`config.mk`:
```
export PLATFORM = sky130hd
export DESIGN_NAME = fifo_60bit_unpack_rd
export DESIGN_NICKNAME = d
export VERILOG_FILES = /design/src/rtl/fifo_60bit_unpack_rd.sv
export SDC_FILE = /design/constraint.sdc
export NUM_CORES = 1
export LEC_CHECK = 0
export ABC_AREA = 1
export CAP_MARGIN = 20
export CORE_MARGIN = 3
export CORE_UTILIZATION = 50
export CTS_CLUSTER_DIAMETER = 150
export DETAILED_ROUTE_END_ITERATION = 8
export GPL_ROUTABILITY_DRIVEN = 0
export MAX_ROUTING_LAYER = met4
export PLACE_DENSITY_LB_ADDON = 0.05
export SYNTH_ARGS = -nofsm -noshare
export SYNTH_HDL_FRONTEND = slang
export SYNTH_SLANG_ARGS = --single-unit
```
`constraint.sdc`:
```
create_clock -name clk -period 12.65 [get_ports clk]
set_clock_uncertainty 0.15 [all_clocks]
set_input_delay 2.53 -clock clk [delete_from_list [all_inputs] [get_ports clk]]
set_output_delay 2.53 -clock clk [all_outputs]
set_load 0.01 [all_outputs]
```
`src/rtl/fifo_60bit_unpack_rd.sv`:
```
// Read-side adapter: drains fifo_256_60bit and emits each 60-bit word as three 20-bit beats.
// Define UNPACK_BEAT_CNT_EN to build the 16-bit accepted-beat counter on beat_cnt.
module fifo_60bit_unpack_rd #(
    parameter int DW = 60,
    parameter int BW = 20
) (
    input  logic          clk,
    input  logic          resetn,
    input  logic          clr,
    input  logic          fifo_empty,
    output logic          fifo_re,
    input  logic [DW-1:0] fifo_dout,
    output logic [BW-1:0] out_data,
    output logic          out_valid,
    input  logic          out_ready,
    output logic          out_last,
    output logic [15:0]   beat_cnt
);

    logic [DW-1:0] r_buf [2];
    logic          r_head;
    logic [1:0]    r_cnt;
    logic          r_inflight;
    logic [1:0]    r_beat;

    logic          w_flush;
    logic          w_xfer;
    logic          w_pop;
    logic          w_tail;
    logic [DW-1:0] w_head_word;

    assign w_flush = !resetn || clr;
    assign w_xfer  = out_valid && out_ready;
    assign w_pop   = w_xfer && (r_beat == 2'd2);
    // Tail slot is head+cnt mod 2; a capture never happens with cnt == 2.
    assign w_tail  = r_head ^ r_cnt[0];

    // Words already buffered plus the one returning from the RAM must leave room.
    assign fifo_re = resetn && !clr && !fifo_empty
                     && (({1'b0, r_cnt} + {2'b00, r_inflight}) < 3'd2);

    // NOTE: state registers use non-blocking assignments so every flop samples pre-edge values.
    always_ff @(posedge clk) begin
        if (w_flush) begin
            r_head     <= 1'b0;
            r_cnt      <= 2'd0;
            r_inflight <= 1'b0;
            r_beat     <= 2'd0;
        end else begin
            r_inflight <= fifo_re;
            if (w_xfer) begin
                r_beat <= w_pop ? 2'd0 : r_beat + 2'd1;
            end
            if (w_pop) begin
                r_head <= ~r_head;
            end
            case ({r_inflight, w_pop})
                2'b10:   r_cnt <= r_cnt + 2'd1;
                2'b01:   r_cnt <= r_cnt - 2'd1;
                default: r_cnt <= r_cnt;
            endcase
        end
    end

    // NOTE: the word buffer has no reset; cnt == 0 already marks every slot as empty.
    always_ff @(posedge clk) begin
        if (!w_flush && r_inflight) begin
            r_buf[w_tail] <= fifo_dout;
        end
    end

    assign w_head_word = r_buf[r_head];
    assign out_valid   = (r_cnt != 2'd0);
    assign out_last    = out_valid && (r_beat == 2'd2);

    // NOTE: every path through this block assigns out_data, so no latch is inferred.
    always_comb begin
        out_data = w_head_word[BW-1:0];
        case (r_beat)
            2'd1:    out_data = w_head_word[2*BW-1:BW];
            2'd2:    out_data = w_head_word[3*BW-1:2*BW];
            default: out_data = w_head_word[BW-1:0];
        endcase
    end

`ifdef UNPACK_BEAT_CNT_EN
    logic [15:0] r_beat_cnt;

    // Flush wins over a same-cycle accepted beat; the counter wraps naturally.
    always_ff @(posedge clk) begin
        if (w_flush) begin
            r_beat_cnt <= 16'h0000;
        end else if (w_xfer) begin
            r_beat_cnt <= r_beat_cnt + 16'd1;
        end
    end

    assign beat_cnt = r_beat_cnt;
`else
    assign beat_cnt = 16'h0000;
`endif

endmodule

```
======== Yosys cells after proc, flatten, opt, wreduce, memory -nomap -nowiden ========
Memory sizes are Yosys's and may differ from the RTL's. A register that Yosys moved wholly into a read port is not among the register bits.
Cells that the tools add are included.
storage, ports and cells
  bits in registers ....................... 6
  RAM bits ................................ 120
  input port bits ......................... 65
  output and inout port bits .............. 39
  logic and storage cells ................. 37
  memories kept ........................... 1
memory list
  memory  words  bits a word  rd ports  clocked after Yosys merged registers in  wr ports  line  text
  r_buf   2      60           1         1                                        1         20    logic [DW-1:0] r_buf [2];
operators by class
  add/sub/neg operators ................... 4
  $lt $le $gt $ge ......................... 1
  eq/ne operators ......................... 4
  multiplexer cells ....................... 7
  bitwise logic cells ..................... 2
  reductions and logical operators ........ 14
operators with widths
  kind                                                         number
  case mux 20 bit (2 select lines)                             1
  logical AND 1 bit                                            7
  adder 2 x 1 -> 2 bit (second input constant)                 2
  == test 2 x 1 -> 1 bit (second input constant)               2
  == test 2 bit (second input constant)                        2
  zero test 1 bit                                              4
  two-way mux 1 bit                                            4
  case mux 2 bit (2 select lines)                              1
  nonzero test 2 bit                                           2
  adder 2 x 1 -> 3 bit                                         1
  less-than comparator 3 x 2 -> 1 bit (second input constant)  1
  two-way mux 2 bit                                            1
  subtractor 2 x 1 -> 2 bit (second input constant)            1
  logical OR 1 bit                                             1
  NOT 1 bit                                                    1
  XOR 1 bit                                                    1

======== Logic depth before layout (Yosys ltp) ========
  depth in word-level cells ............... 6
  gate-level depth with buffers ........... 10
  mapped depth without buffers ............ 10

======== Least setup slack after synthesis ========
Ideal clock, no wire load.
  path kind ............................... input to register
  start ................................... input resetn
  end ..................................... memory r_buf[0][0] (enable)
  library setup time ...................... 552 ps
  arrival ................................. 6994 ps
  data required time ...................... 11948 ps
  setup slack ............................. 4954 ps
  stages .................................. 4
  path buffers ............................ 0
  cell sequence ........................... inv_1 > nor2_1 > inv_1 > nor3_1
between the ends
  cells in the longest elaborated chain, start to end .. 6
RTL lines
  element                                  line  text
  start: declaration                       8     input logic resetn,
  zero test 1 bit                          32    assign w_flush = !resetn || clr;
  logical OR 1 bit                         32
  zero test 1 bit                          67    if (!w_flush && r_inflight) begin
  logical AND 1 bit                        67
  two-way mux 1 bit                        67
  two-way mux 1 bit (implied by the code)  68    r_buf[w_tail] <= fifo_dout;
  end: declaration                         20
No other way between the ends.

======== Worst setup path in the final report ========
  start ................................... input resetn
  end ..................................... output fifo_re
between the ends
  cells in the longest elaborated chain, start to end .. 3
RTL lines
  element                          line  text
  logical AND 1 bit (2 in series)  39    assign fifo_re = resetn && !clr && !fifo_empty
  logical AND 1 bit                40    && (({1'b0, r_cnt} + {2'b00, r_inflight}) < 3'd2);
  end: declaration                 11    output logic fifo_re,
No other way between the ends.

==> run summary <==
In the final layout, flip-flops and latches occupy 3745 um^2. In the global route stage, overall resource usage came out at 19.79%. The H-tree was split into 4 levels. Of all nets on the critical path, the largest fanout is 5. The worst register-to-register path has a setup slack of between 10000 and 15000 ps. The number of antenna diodes in the final layout is 0.

The max-capacitance violation count came out at 0. The cell area after layout is between 6000 and 7000 um^2. Data on the critical path is required at its endpoint by around 10000 ps. Of the cells placed in the final design, the portion with a size suffix greater than 1 is roughly 5.7%. The maximum clock frequency is between 100 and 150 MHz.

Pin placement for this block handled ~100 I/O pins. Across the VDD grid, the largest voltage drop is ~80 uV. The initial utilization of the core area, before any placement, comes to 52.49%.

The most frequent standard cell in the layout excluding fill and tap cells is sky130_fd_sc_hd__nand2_1. The simple logic cell fraction of the synthesized area came out at between 10% and 20%. The run finished with clean final reports. The relative area change from synthesis to final layout is 25.09%.

Setup violations remaining at the end of the flow were counted as 0. After clock tree synthesis, the flow added hold-fix buffers numbering 0. Summing the areas of all xor and xnor instances in the mapped netlist gives less than 1% of the synthesized area. The cell sitting at the root of the clock tree is a sky130_fd_sc_hd__clkbuf_8. The signal arrival time at the worst endpoint came out at 4170 ps. The type of the most critical hold path is flip-flop to flip-flop. The first-pass GRT wire length is 18310 um. For the worst flop-to-flop path, the logic depth is 8. Once detail routing completed, the nets flagged for antenna violations numbered 0. The initial antenna violation count is 0. Counting every sink on the clock net gives between 100 and 150. The via count of the first global-routing pass was 3544. The total count of hold-check failures in the final report is 0. The total negative setup slack came out at 0 ps. The element type at the critical path end is an output port. The HPWL after detailed placement is just under 7000 um.

TritonCTS built the clock tree. The detailed-route DRC error count is 0. Dividing total power by cell area gives a power density of ~130 nW/um^2. The post-detailed-route wirelength per cell came out at 14.75 um. The aggregate global routing overflow is 0. The detailed router placed 3687 vias in this run. The tightest slew margin relative to the limit is approximately 37%. The number of DRC markers after the initial detailed-route iteration came out at ~350. The share of the yosys chip area belonging to registers came out at between 60 and 70%.

The number of gates resized after CTS was 0. The minimum clock period is 6853 ps. The worst setup path is launched from an input pin. Summing the areas of all compound-gate instances in the mapped netlist gives around 2.5% of the synthesized area.

Leaving out fill and tap cells, the most frequent cells in the layout are sky130_fd_sc_hd__nand2_1, sky130_fd_sc_hd__edfxtp_1, sky130_fd_sc_hd__inv_1. The mean instance size in the synthesized netlist came out at 10.38 um^2. The multiplexer share of the synthesized area is 0%. Entering global routing, the biggest net connects 61 pins. The worst setup path is of the input pin to output port kind. Setup repair after global routing left no endpoint under its margin. The final max-slew violation count is 0. The height of the die came out at 111.3 um. After synthesis the cells add up to between 5000 and 6000 um^2.

The overall die area is approximately 12000 um^2. After detailed placement, the total cell area comes to 6411 um^2. The number of fill cells is about 850. The number of detailed-routing iterations run before antenna repair came out at 5. In this run the post-CTS setup repair buffer count came out at 0. Along the worst hold path, the cell count comes to 2. The site row count came out at 37. After floorplanning, the core was sized to cover between 10000 and 15000 um^2.

The count of different cell masters after synthesis came out at 23. The via-per-instance ratio came out at about 4.8. The analysis attributes to cell leakage a power of around 2.9 nW. The count of buffers added on input and output ports is 87. By area, the combinational part of the netlist is dominated by simple AND/OR/NAND/NOR gates.

The number of CTS-inserted buffers is 17. The ratio of final minimum period to clock period came out at about 54%. The post-synthesis adder-cell area fraction came out at less than 1%. The total detailed-routing wirelength is 11370 um.

No sink is reached through more buffers than the 2 on the longest clock path. The area of combinational cells with multiple inputs came out at 1236 um^2. The slew at the pin closest to its max-slew limit is between 900 and 1000 ps. The later-pin clock latency in the skew report is around 500 ps. The number of flip-flops and latches in the synthesized netlist came out at approximately 130. The post-CTS clock slew at the launch and capture registers of the worst setup and hold paths is 60 ps.

The net count of the finished layout is 690. The horizontal extent of the die came out at between 100 and 150 um. During synthesis, Yosys emitted a total of 0 warnings. The synthesized instance count is ~530.
[worst max-delay path: stages]
cell and delay (ps):
sky130_fd_sc_hd__clkdlybuf4s50_1 460, sky130_fd_sc_hd__inv_1 40, sky130_fd_sc_hd__nor2_1 240, sky130_fd_sc_hd__inv_1 160, sky130_fd_sc_hd__nor3_1 190, sky130_fd_sc_hd__clkdlybuf4s50_1 560
[final cells by class]
type	count	area share [%]
clock buffers	18	6.030
clock inverters	14	1.462
inverters	95	5.181
multi-input cells	290	17.84
flip-flops and latches	127	54.03
well taps	136	2.455
repair buffers	91	13.00
[per-stage QoR]
stage | std cells | hold slack, ps | total power [mW] | worst slack (ps) | util, %
5_1_grt | 771 | 368.7 | 0.9509 | 5583 | 65.66
4_1_cts | 771 | 348.6 | 0.9268 | 5796 | 65.66
3_3_place_gp | 739 | 338.4 | 0.5050 | 5862 | 60.74
3_5_place_dp | 739 | 335.0 | 0.5061 | 5808 | 60.74
6_report | 771 | 348.5 | 0.9203 | 5797 | 65.66
2_1_floorplan | 549 | 310.3 | 0.4837 | 4954 | -
[state kept, by name, indices dropped and copies added (netlist names), named ones only]
signal and cells:
r_inflight 1, r_beat 2, r_cnt 2, r_head 1, r_buf 120
[final timing paths]
kind	startpoint	end
max reg2reg	r_beat[0]	r_cnt[1]
min reg2reg	r_beat[0]	r_beat[0]
min	r_beat[0]	r_beat[0]
max	resetn	fifo_re
[layer usage]
layer	track usage, %	wire length (um)	vias up	share of wire, %
li1	-	-	1855	-
met1	28.07	5400	1694	47
met2	28.15	5149	127	45
met3	4.749	694	11	6.1
met4	6.813	130	0	1.1
met5	-	0	-	0
[synth_stat cells (all sizes together)]
master	n	area (um^2)
nand2	149	566.8
edfxtp	120	3603
inv	95	359.1
nor2	44	165.2
nand3	41	205.2
buf	33	246.5
o21ai	22	110.1
dfxtp	7	140.1
a21oi	6	30.03
clkbuf	4	17.52
nand4	4	25.02
ha	3	37.54
nor3	3	15.01
and3	1	6.260
conb	1	3.750
xor2	1	8.760
[power breakdown]
group / internal, mW / switching (mW) / leakage (nW) / total [mW]
registers: 0.463 / 0.000648 / 1.14 / 0.463
logic: 0.0209 / 0.0134 / 1.50 / 0.0343
clock network: 0.255 / 0.168 / 0.240 / 0.423
[cells by family (layout without fill, tap and decap cells)]
group | after synthesis | after routing
simple gates | 242 | 242
buf+inv | 132 | 218
other cells | 1 | 16
fa+ha+maj | 3 | 3
compound gates | 28 | 28
flops | 127 | 127
xor+xnor | 1 | 1
(Power assumes the default switching activity.)
